[src/rtl/cfu_requant_pkg.sv]
// Shared definitions for the conv CFU datapath: function codes, FSM states and
// int32 saturation limits.
package cfu_pkg;

  localparam logic [6:0] F7_SET_QPARAMS   = 7'd11;
  localparam logic [6:0] F7_SET_OUTPARAMS = 7'd12;
  localparam logic [6:0] F7_REQUANT       = 7'd13;

  localparam logic signed [31:0] INT32_MIN = 32'sh8000_0000;
  localparam logic signed [31:0] INT32_MAX = 32'sh7FFF_FFFF;

  typedef enum logic [2:0] {
    S_IDLE,
    S_P1,
    S_P2,
    S_P3,
    S_P4,
    S_RESP
  } state_e;

endpackage

[src/rtl/cfu_requant_if.sv]
// CFU command/response handshake bundle; master is the CPU side, slave the accelerator.
interface cfu_requant_if #(
  parameter int ACC_W = 32
);
  logic             cmd_valid;
  logic             cmd_ready;
  logic [9:0]       cmd_payload_function_id;
  logic [ACC_W-1:0] cmd_payload_inputs_0;
  logic [ACC_W-1:0] cmd_payload_inputs_1;
  logic             rsp_valid;
  logic             rsp_ready;
  logic [ACC_W-1:0] rsp_payload_outputs_0;

  modport master (
    output cmd_valid, cmd_payload_function_id, cmd_payload_inputs_0,
           cmd_payload_inputs_1, rsp_ready,
    input  cmd_ready, rsp_valid, rsp_payload_outputs_0
  );

  modport slave (
    input  cmd_valid, cmd_payload_function_id, cmd_payload_inputs_0,
           cmd_payload_inputs_1, rsp_ready,
    output cmd_ready, rsp_valid, rsp_payload_outputs_0
  );
endinterface

[src/rtl/cfu_requant_rounding_divide_by_pot.sv]
// Arithmetic right shift by rs with round-half-away-from-zero (gemmlowp RDBPOT).
// Purely combinational so the pooling stage can share it.
module rounding_divide_by_pot #(
  parameter int W = 32
) (
  input  logic signed [W-1:0] i_y,
  input  logic        [W-1:0] i_rs,
  output logic signed [W-1:0] o_z
);
  logic        [W-1:0] w_mask;
  logic        [W-1:0] w_rem;
  logic        [W-1:0] w_thr;
  logic signed [W-1:0] w_shr;
  logic                w_up;

  always_comb begin
    w_mask = ({{(W-1){1'b0}}, 1'b1} << i_rs) - {{(W-1){1'b0}}, 1'b1};
    w_rem  = i_y & w_mask;
    // Negative values need a strictly larger remainder to round up, giving
    // symmetric rounding away from zero.
    w_thr  = (w_mask >> 1) + {{(W-1){1'b0}}, i_y[W-1]};
    w_shr  = i_y >>> i_rs;
    w_up   = (w_rem > w_thr);
    o_z    = w_shr + $signed({{(W-1){1'b0}}, w_up});
  end
endmodule

[src/rtl/cfu_requant.sv]
// Output requantization: bias add, TFLite fixed-point rescale, offset and
// activation clamp, served over the CFU command/response handshake.
module cfu_requant
  import cfu_pkg::*;
#(
  parameter int ACC_W = 32,
  parameter int OUT_W = 8
) (
  input logic          clk,
  input logic          reset,
  cfu_requant_if.slave cfu
);
  localparam logic signed [ACC_W-1:0]   L_MIN       = {1'b1, {(ACC_W-1){1'b0}}};
  localparam logic signed [ACC_W-1:0]   L_MAX       = {1'b0, {(ACC_W-1){1'b1}}};
  localparam logic signed [2*ACC_W-1:0] L_ONE       = {{(2*ACC_W-1){1'b0}}, 1'b1};
  localparam logic signed [2*ACC_W-1:0] L_NUDGE_POS = {{(ACC_W+1){1'b0}}, 1'b1, {(ACC_W-2){1'b0}}};
  localparam logic signed [2*ACC_W-1:0] L_NUDGE_NEG = L_ONE - L_NUDGE_POS;
  localparam logic signed [2*ACC_W-1:0] L_TRUNC     = {{(ACC_W+1){1'b0}}, {(ACC_W-1){1'b1}}};

  // Saturating rounding doubling high multiply, back half (nudge + high word).
  function automatic logic signed [ACC_W-1:0] srdhm_sat(
    input logic signed [2*ACC_W-1:0] p,
    input logic                      sat
  );
    logic signed [2*ACC_W-1:0] s;
    if (sat) return L_MAX;
    s = p + ((p >= 0) ? L_NUDGE_POS : L_NUDGE_NEG);
    if (s < 0) s = s + L_TRUNC;
    s = s >>> (ACC_W-1);
    return s[ACC_W-1:0];
  endfunction

  // Max against lo first, then min against hi: an inverted range yields hi.
  function automatic logic signed [ACC_W-1:0] clamp_act(
    input logic signed [ACC_W-1:0] v,
    input logic signed [ACC_W-1:0] lo,
    input logic signed [ACC_W-1:0] hi
  );
    logic signed [ACC_W-1:0] t;
    t = (v < lo) ? lo : v;
    t = (t > hi) ? hi : t;
    return t;
  endfunction

  state_e r_state, w_state_nxt;
  logic                      w_accept;
  logic [6:0]                w_func7;
  logic signed [ACC_W-1:0]   r_mult, r_shift, r_out_offset;
  logic signed [OUT_W-1:0]   r_act_min, r_act_max;
  logic [ACC_W-1:0]          r_rsp_data;
  logic signed [ACC_W-1:0]   r_acc, r_bias;
  logic signed [ACC_W-1:0]   r_x_p1;
  logic signed [2*ACC_W-1:0] r_prod_p2;
  logic                      r_sat_p2;
  logic signed [ACC_W-1:0]   r_y_p3;
  logic [ACC_W-1:0]          w_ls, w_rs;
  logic signed [ACC_W-1:0]   w_sum, w_z, w_off, w_out;
  logic signed [2*ACC_W-1:0] w_x_ext, w_mult_ext;

  always_comb begin
    w_state_nxt   = r_state;
    cfu.cmd_ready = (r_state == S_IDLE);
    cfu.rsp_valid = (r_state == S_RESP);
    w_func7       = cfu.cmd_payload_function_id[9:3];
    w_accept      = cfu.cmd_valid && (r_state == S_IDLE);
    case (r_state)
      S_IDLE:  if (cfu.cmd_valid) w_state_nxt = (w_func7 == F7_REQUANT) ? S_P1 : S_RESP;
      S_P1:    w_state_nxt = S_P2;
      S_P2:    w_state_nxt = S_P3;
      S_P3:    w_state_nxt = S_P4;
      S_P4:    w_state_nxt = S_RESP;
      S_RESP:  if (cfu.rsp_ready) w_state_nxt = S_IDLE;
      default: w_state_nxt = S_IDLE;
    endcase
  end

  assign cfu.rsp_payload_outputs_0 = r_rsp_data;

  always_ff @(posedge clk or negedge reset) begin
    if (!reset) begin
      r_state      <= S_IDLE;
      r_mult       <= '0;
      r_shift      <= '0;
      r_out_offset <= '0;
      r_act_min    <= '0;
      r_act_max    <= '0;
      r_rsp_data   <= '0;
    end else begin
      r_state <= w_state_nxt;
      if (w_accept) begin
        case (w_func7)
          F7_SET_QPARAMS: begin
            r_mult  <= cfu.cmd_payload_inputs_0;
            r_shift <= cfu.cmd_payload_inputs_1;
          end
          F7_SET_OUTPARAMS: begin
            r_out_offset <= cfu.cmd_payload_inputs_0;
            r_act_min    <= cfu.cmd_payload_inputs_1[OUT_W-1:0];
            r_act_max    <= cfu.cmd_payload_inputs_1[2*OUT_W-1:OUT_W];
          end
          default: ;
        endcase
        r_rsp_data <= '0;
      end else if (r_state == S_P4) begin
        r_rsp_data <= w_out;
      end
    end
  end

  always_comb begin
    w_ls       = (r_shift > 0) ? r_shift : '0;
    w_rs       = (r_shift < 0) ? -r_shift : '0;
    w_sum      = r_acc + r_bias;
    w_x_ext    = {{ACC_W{r_x_p1[ACC_W-1]}}, r_x_p1};
    w_mult_ext = {{ACC_W{r_mult[ACC_W-1]}}, r_mult};
    w_off      = w_z + r_out_offset;
    w_out      = clamp_act(w_off,
                           {{(ACC_W-OUT_W){r_act_min[OUT_W-1]}}, r_act_min},
                           {{(ACC_W-OUT_W){r_act_max[OUT_W-1]}}, r_act_max});
  end

  always_ff @(posedge clk) begin
    if (w_accept) begin
      r_acc  <= cfu.cmd_payload_inputs_0;
      r_bias <= cfu.cmd_payload_inputs_1;
    end
    // P1: bias add and left shift
    r_x_p1    <= w_sum << w_ls;
    // P2: full-width product, single DSP multiply
    r_prod_p2 <= w_x_ext * w_mult_ext;
    r_sat_p2  <= (r_x_p1 == L_MIN) && (r_mult == L_MIN);
    // P3: nudge, high word, saturation
    r_y_p3    <= srdhm_sat(r_prod_p2, r_sat_p2);
  end

  // P4: rounding right shift; offset and clamp feed the response register
  rounding_divide_by_pot #(.W(ACC_W)) u_rdbpot (
    .i_y  (r_y_p3),
    .i_rs (w_rs),
    .o_z  (w_z)
  );

endmodule
[src/flat_wrapper.sv]
// flat-port wrapper written by rule: the top's interface ports become plain ports
module cfu_requant_flat import cfu_pkg::*;
#(
  parameter int ACC_W = 32,
  parameter int OUT_W = 8
)
  (clk, reset, cfu_cmd_valid, cfu_cmd_payload_function_id, cfu_cmd_payload_inputs_0, cfu_cmd_payload_inputs_1, cfu_rsp_ready, cfu_cmd_ready, cfu_rsp_valid, cfu_rsp_payload_outputs_0);
  cfu_requant_if #(.ACC_W(ACC_W)) cfu_i ();
  input logic clk;
  input logic reset;
  input wire logic [$bits(cfu_i.cmd_valid)-1:0] cfu_cmd_valid;
  input wire logic [$bits(cfu_i.cmd_payload_function_id)-1:0] cfu_cmd_payload_function_id;
  input wire logic [$bits(cfu_i.cmd_payload_inputs_0)-1:0] cfu_cmd_payload_inputs_0;
  input wire logic [$bits(cfu_i.cmd_payload_inputs_1)-1:0] cfu_cmd_payload_inputs_1;
  input wire logic [$bits(cfu_i.rsp_ready)-1:0] cfu_rsp_ready;
  output wire logic [$bits(cfu_i.cmd_ready)-1:0] cfu_cmd_ready;
  output wire logic [$bits(cfu_i.rsp_valid)-1:0] cfu_rsp_valid;
  output wire logic [$bits(cfu_i.rsp_payload_outputs_0)-1:0] cfu_rsp_payload_outputs_0;
  assign cfu_i.cmd_valid = cfu_cmd_valid;
  assign cfu_i.cmd_payload_function_id = cfu_cmd_payload_function_id;
  assign cfu_i.cmd_payload_inputs_0 = cfu_cmd_payload_inputs_0;
  assign cfu_i.cmd_payload_inputs_1 = cfu_cmd_payload_inputs_1;
  assign cfu_i.rsp_ready = cfu_rsp_ready;
  assign cfu_cmd_ready = cfu_i.cmd_ready;
  assign cfu_rsp_valid = cfu_i.rsp_valid;
  assign cfu_rsp_payload_outputs_0 = cfu_i.rsp_payload_outputs_0;
  cfu_requant #(.ACC_W(ACC_W), .OUT_W(OUT_W)) u_core (.clk(clk), .reset(reset), .cfu(cfu_i));
endmodule
[config.mk]
export PLATFORM = sky130hd
export DESIGN_NAME = cfu_requant_flat
export DESIGN_NICKNAME = d
export VERILOG_FILES = /design/src/rtl/cfu_requant_pkg.sv /design/src/rtl/cfu_requant_if.sv /design/src/rtl/cfu_requant_rounding_divide_by_pot.sv /design/src/rtl/cfu_requant.sv /design/src/flat_wrapper.sv
export SDC_FILE = /design/constraint.sdc
export NUM_CORES = 2
export LEC_CHECK = 0
export BUFFER_PORTS_ARGS = -buffer_cell sky130_fd_sc_hd__buf_2
export CORE_UTILIZATION = 38
export CTS_CLUSTER_SIZE = 16
export DETAILED_ROUTE_END_ITERATION = 10
export PLACE_DENSITY = 0.5
export REMOVE_ABC_BUFFERS = 1
export SYNTH_ARGS = -nofsm -noshare
export SYNTH_HDL_FRONTEND = slang
export SYNTH_SLANG_ARGS = --single-unit
[constraint.sdc]
create_clock -name clk -period 26.7 [get_ports clk]
set_input_delay 5.34 -clock clk [delete_from_list [all_inputs] [get_ports clk]]
set_output_delay 5.34 -clock clk [all_outputs]
set_load 0.03 [all_outputs]
==> Word-level counts from Yosys, hierarchy flattened <==
Cells that the tools add are included.
{ "op_classes": {"mul": 1, "n_bitwise": 1, "n_eq_ne": 12, "n_mux": 15, "magnitude_cmp": 7, "n_reduce_logical": 7, "add_sub_neg": 8, "n_shift": 3} }
{ "op_table": {"columns": ["op", "count"], "rows": [
  ["32-bit two-way mux", 8],
  ["32-bit adder", 2],
  ["64-bit adder", 1],
  ["32-bit == test (second input constant)", 2],
  ["64-bit by 1-bit greater-or-equal comparator with 1-bit output (second input constant)", 1],
  ["64-bit by 1-bit < comparator with 1-bit output (second input constant)", 1],
  ["32-bit by 32-bit multiplier with 64-bit output", 1],
  ["64-bit two-way mux", 1],
  ["63-bit by 32-bit adder with 63-bit output (second input constant)", 1],
  ["63-bit two-way mux", 1],
  ["31-bit by 1-bit adder with 32-bit output", 1],
  ["32-bit by 2-bit adder with 32-bit output", 1],
  ["32-bit bitwise AND", 1],
  ["32-bit by 1-bit greater-than comparator with 1-bit output (second input constant)", 1],
  ["32-bit greater-than comparator", 1],
  ["32-bit by 8-bit greater-than comparator with 1-bit output", 1],
  ["32-bit by 1-bit < comparator with 1-bit output (second input constant)", 1],
  ["32-bit by 8-bit < comparator with 1-bit output", 1],
  ["32-bit negation", 1],
  ["1-bit by 32-bit left shift with 32-bit output (first input constant)", 1],
  ["32-bit by 32-bit left shift with 32-bit output", 1],
  ["32-bit by 32-bit >>> shifter with 32-bit output", 1],
  ["32-bit by 1-bit subtractor with 32-bit output (second input constant)", 1],
  ["7-bit by 4-bit == test with 1-bit output (second input constant)", 3],
  ["11 further kinds", 19]
]} }
{ "word_totals": {"inputBits": 78, "ff_bits": 340, "output_inout_bits": 34} }

==> Logic depth before layout (Yosys ltp) <==
{ "depth": {"depth_word": 14, "mapped_depth": 78} }

==> By module <==
A second synthesis with hierarchy kept.
{ "unflattened": {"hier_cells": 7020, "area_unflattened_um2": 63125.5} }
{ "modules_own_cells": {"columns": ["mod", "seq_area_each_um2", "cells_each", "area_per_inst_um2", "instances"], "rows": [
  ["cfu_requant", 8182.8, 6248, 57687.8, 1],
  ["rounding_divide_by_pot", 0.0, 772, 5437.7, 1]
]} }

==> Worst setup path after synthesis <==
No wires, ideal clock.
{ "synth_path": {"path_type": "flip-flop to flip-flop", "start": "register u_core.r_shift[8]", "end": "register u_core.r_rsp_data[18] (netlist: u_core.cfu.rsp_payload_outputs_0[18])", "period_less_slack_ps": 14240, "path_stages_with_launch": 72, "n_path_buf": 8, "setup_time_ps": 118, "t_required_ps": 26582, "setup_slack_ps": 12460, "t_arrival_ps": 14122, "cell_sequence": "dfrtp_1 > or4_4 > buf_6 > or4_4 > or3_1 > a211o_1 > a2111oi_4 > nand4b_4 > buf_6 > nor2_1 > nor2_1 > or3_1 > ha_1 > clkbuf_1 > clkbuf_1 > clkbuf_1 > xnor2_1 > ha_1 > (+36 left out) > o211ai_1 > nor2_1 > inv_1 > clkbuf_1 > clkbuf_1 > nand2_1 > ha_1 > a21oi_1 > nor2b_1 > o21ai_0 > o211ai_1 > a31o_2 > nor4_1 > o21ai_1 > o21bai_1 > clkbuf_1 > a31oi_1 > a21o_1"} }
{ "synth_via": {"elab_chain_len": 14} }
{ "synth_rtl": {"columns": ["item", "line_no", "source"], "rows": [
  ["start, declared", "cfu_requant.sv:48", "logic signed [ACC_W-1:0] r_mult, r_shift, r_out_offset;"],
  ["start signal, assigned", "cfu_requant.sv:94", "r_shift <= cfu.cmd_payload_inputs_1;"],
  ["32-bit negation or 32-bit by 1-bit < comparator with 1-bit output (tied branches)", "cfu_requant.sv:112", "w_rs = (r_shift < 0) ? -r_shift : '0;"],
  ["32-bit two-way mux (*)", "cfu_requant.sv:112", null],
  ["1-bit by 32-bit left shift with 32-bit output", "cfu_requant_rounding_divide_by_pot.sv:17", "w_mask = ({{(W-1){1'b0}}, 1'b1} << i_rs) - {{(W-1){1'b0}}, 1'b1};"],
  ["32-bit by 1-bit subtractor with 32-bit output", "cfu_requant_rounding_divide_by_pot.sv:17", null],
  ["31-bit by 1-bit adder with 32-bit output or 32-bit bitwise AND (tied branches)", "cfu_requant_rounding_divide_by_pot.sv:21, cfu_requant_rounding_divide_by_pot.sv:18", null],
  ["32-bit greater-than comparator", "cfu_requant_rounding_divide_by_pot.sv:23", "w_up = (w_rem > w_thr);"],
  ["32-bit by 2-bit adder with 32-bit output (*)", "cfu_requant_rounding_divide_by_pot.sv:24", "o_z = w_shr + $signed({{(W-1){1'b0}}, w_up});"],
  ["32-bit adder (*)", "cfu_requant.sv:116", "w_off = w_z + r_out_offset;"],
  ["32-bit by 8-bit < comparator with 1-bit output", "cfu_requant.sv:40", "t = (v < lo) ? lo : v;"],
  ["32-bit two-way mux (*)", "cfu_requant.sv:40", null],
  ["32-bit by 8-bit greater-than comparator with 1-bit output", "cfu_requant.sv:41", "t = (t > hi) ? hi : t;"],
  ["32-bit two-way mux (*)", "cfu_requant.sv:41", null],
  ["32-bit two-way mux (*)", "cfu_requant.sv:104", "end else if (r_state == S_P4) begin"],
  ["32-bit two-way mux (*)", "cfu_requant.sv:90", "if (w_accept) begin"],
  ["end signal, assigned", "cfu_requant.sv:105", "r_rsp_data <= w_out;"],
  ["end, declared", "cfu_requant.sv:50", "logic [ACC_W-1:0] r_rsp_data;"]
]} }
Every way passes the cells marked *; elsewhere a longest branch is shown, timed or not. The select of a mux whose other input is x is not followed.
A chain may end at the register's enable or synchronous reset.

==> Worst setup path in the final report <==
{ "layout_path": {"start": "register u_core.r_shift[4]", "end": "register u_core.r_rsp_data[30] (netlist: u_core.cfu.rsp_payload_outputs_0[30])"} }
The elaborated chain is that of the path after synthesis.

==> results.txt <==
Outcome - finished clean
Flop2flop setup slack - 9.24 ns
Setup violations, final - 0
Async SR Flop Fraction - 0.432
Nets@finish - 8344
WHS - 0.477 ns
Largest net degree at the start of global routing - 76
Clock skew - 0.0313 ns
Max Cap Viol - 0
Half-perimeter wire length after placement - 146 mm
Vias in the first global route - 49800
Critical-path top delay cell - o41ai_1
Slew Limit Fails - 0
Startpoint Class - flop
Crit Path Max Fanout - 37
Hold Path Stages - 1
Die area - 163000 um2
Final Util - 0.411
CTS Buffer Depth - 3
CTS hold repair buffers - 0
Largest cells by area after synthesis - fa_1 (35%), ha_1 (7.7%), inv_1 (7.4%)
Post-DR wirelength/cell - 21.5 um
Most used cell, CP - a21oi_1
Die X - 403 um
Starting Density - 0.385
Synth Flop Type - dfrtp_1
EDFF count, synth - 64
Share of cells above drive strength 1 - 0.0692
Post-DRT Antenna Nets - 0
Hold path endpoint - u_core.cfu.rsp_payload_outputs_0[8]
Top-count cell post-synth - inv_1
Remaining global-route overflow - 0
Post_cts resized - 0
Num CTS Buffers - 44
RSZ-0062 raised after global routing - false
Syn. warnings - 0
Total GRT Usage - 0.240
Design Area, Final - 65300 um2
Top Metal Used - met4
Drt via density - 5.33
Vias - 47900
Post-synth top area cell - fa_1
Reg-to-reg startpoint - u_core.r_shift[4]
Worst Slack Setup Final - 9.24 ns
Synth top area share - 0.355
PwrDens - 92.7 nW/um2
Placed cell areas - 63900 um2
Cell Area, Synth - 61200 um2
Setup_tns - 0 ns
Post-CTS setup buffer count - 0
Rows - 146
CTS root buf - clkbuf_16
First-pass GRT wire length - 301 mm
Critical setup path kind - flop to flop
Clk pin slew, worst setup/hold paths - 0.07 ns
Worst path arrival time - 17.99 ns
Crit path largest cell delay - 0.87 ns
Buffers added on ports - 108
Worst hold path type - flop to flop
Netlist cell types - 101
Metal2 WL - 91.2 mm
Critical Path End Type - flop
Antenna violations before repair - 11
# fillers - 16100
# IOs - 112
Syn Inst Count - 6891
Clk sinks - 340
Fin crit share - 0.654
DR WL met3 - 10.3 mm
H-tree levels - 2
Period minus WS final - 17.46 ns
Area grow syn2layout - 6.77%
DRT iter0 DRCs - 3533
Worst reg2reg path depth - 67
Peak Freq - 0.0573 GHz
Clock Latency Late Sink - 0.62 ns
Die H - 403 um
VDD IR max - 0.0566 mV
Post-synthesis sequential area ratio - 0.134
Hold path start - u_core.cfu.rsp_payload_outputs_0[8]
Synth Register Bits - 340
Slew @ Worst Pin - 1.10 ns
Metal-1 WL - 87.0 mm
Final WL - 193 mm
DP Worst Slack - 9.54 ns
DRC Markers - 0
Final Wtd Congestion - 0.900
CTS tree - done
Worst Path Required - 27.23 ns
Pre-antenna DRT Iters - 6
Slew headroom - 0.265
Reg2reg end - u_core.cfu.rsp_payload_outputs_0[30]
Leak - 30.0 nW
Synth top cells by count - inv_1 (1200), fa_1 (1085), nand2_1 (1025)
Avg Inst Size Synth - 8.88 um2
Final hold vios - 0
Core Box Area - 159000 um2
metal layers:
metal / vias up / track usage
li1: 21700 / -
met1: 24600 / 0.338
met2: 1289 / 0.399
met3: 274 / 0.0243
met4: 0 / 0.0532
met5: - / 0
sequential cells by signal, summed over array words and instances (netlist names):
name / flops
u_core.r_act_max: 8
u_core.r_out_offset: 32
u_core.r_acc: 32
u_core.r_mult: 32
u_core.r_prod_p2: 64
u_core.r_act_min: 8
u_core.r_x_p1: 32
u_core.cfu.rsp_payload_outputs_0: 32
u_core.r_state: 3
u_core.r_y_p3: 32
u_core.r_shift: 32
u_core.r_bias: 32
u_core.r_sat_p2: 1
critical path: cells and delay by family, from the launching register on:
family	cells	cell delay [ns]
xor+xnor	2	0.39
buf+inv	4	1.16
compound gates	33	7.87
flops	1	0.47
simple gates	21	4.96
fa+ha+maj	7	2.45
stage by stage:
stage / total power [W] / instances
finish: 0.00606 / 8986
global route: 0.00668 / 8985
CTS: 0.00611 / 8985
detailed placement: 0.00548 / 8903
global placement: 0.00545 / 8903
floorplan: 0.00402 / 6546
placed cells by master, fill, tap and decap left out, types with 129 or more instances in the layout:
cell,synthesis,layout
ha_1,378,378
dfrtp_1,147,147
xnor2_1,139,139
nor2_1,273,273
and2_1,317,316
fa_1,1085,1085
dfxtp_1,129,129
inv_1,1200,1200
o21ai_0,172,172
nand2_1,1025,1025
a21oi_1,239,239
layout make-up:
cell class                 count  area [um2]  area share
clock inverter                21         204     0.00312
multi-input combinational   5006       47200       0.722
timing repair buffer         211        1320      0.0202
antenna                        1        2.50   0.0000383
sequential                   340        8180       0.125
inverter                    1200        4500      0.0689
clock buffer                  61        1240      0.0189
tap                         2146        2690      0.0411
worst max-delay path by stage:
stage                                                       to  slack [ns]         startpoint  depth (start not counted)
after detailed placement  u_core.cfu.rsp_payload_outputs_0[30]        9.54  u_core.r_shift[4]                         66
final                     u_core.cfu.rsp_payload_outputs_0[30]        9.24  u_core.r_shift[4]                         67
after CTS                 u_core.cfu.rsp_payload_outputs_0[30]        9.47  u_core.r_shift[4]                         67
after floorplan           u_core.cfu.rsp_payload_outputs_0[24]       10.65  u_core.r_shift[8]                         60
after global routing      u_core.cfu.rsp_payload_outputs_0[27]        7.93  u_core.r_shift[0]                         71
after global placement    u_core.cfu.rsp_payload_outputs_0[30]        9.56  u_core.r_shift[4]                         66
kinds of logic (layout without fill, tap and decap cells):
logic type | Yosys count | in the layout | synth area share
xor gates and xnor gates | 207 | 207 | 0.0298
adders and majority gates | 1463 | 1463 | 0.432
AOI/OAI and AO/OA | 951 | 951 | 0.104
DFF | 340 | 340 | 0.134
buffers and inverters | 1545 | 1493 | 0.0953
other | 0 | 1 | 0
and+or+nand+nor | 2191 | 2191 | 0.171
muxes | 194 | 194 | 0.0346
where the power goes:
| group | total [W] | switching, W | leakage, nW | internal (W) |
|---|---|---|---|---|
| logic | 0.00466 | 0.00293 | 25.7 | 0.00173 |
| registers | 0.000804 | 0.000110 | 3.65 | 0.000695 |
| clock network | 0.000593 | 0.000255 | 0.690 | 0.000338 |
Power figures use the tool's default switching activity.
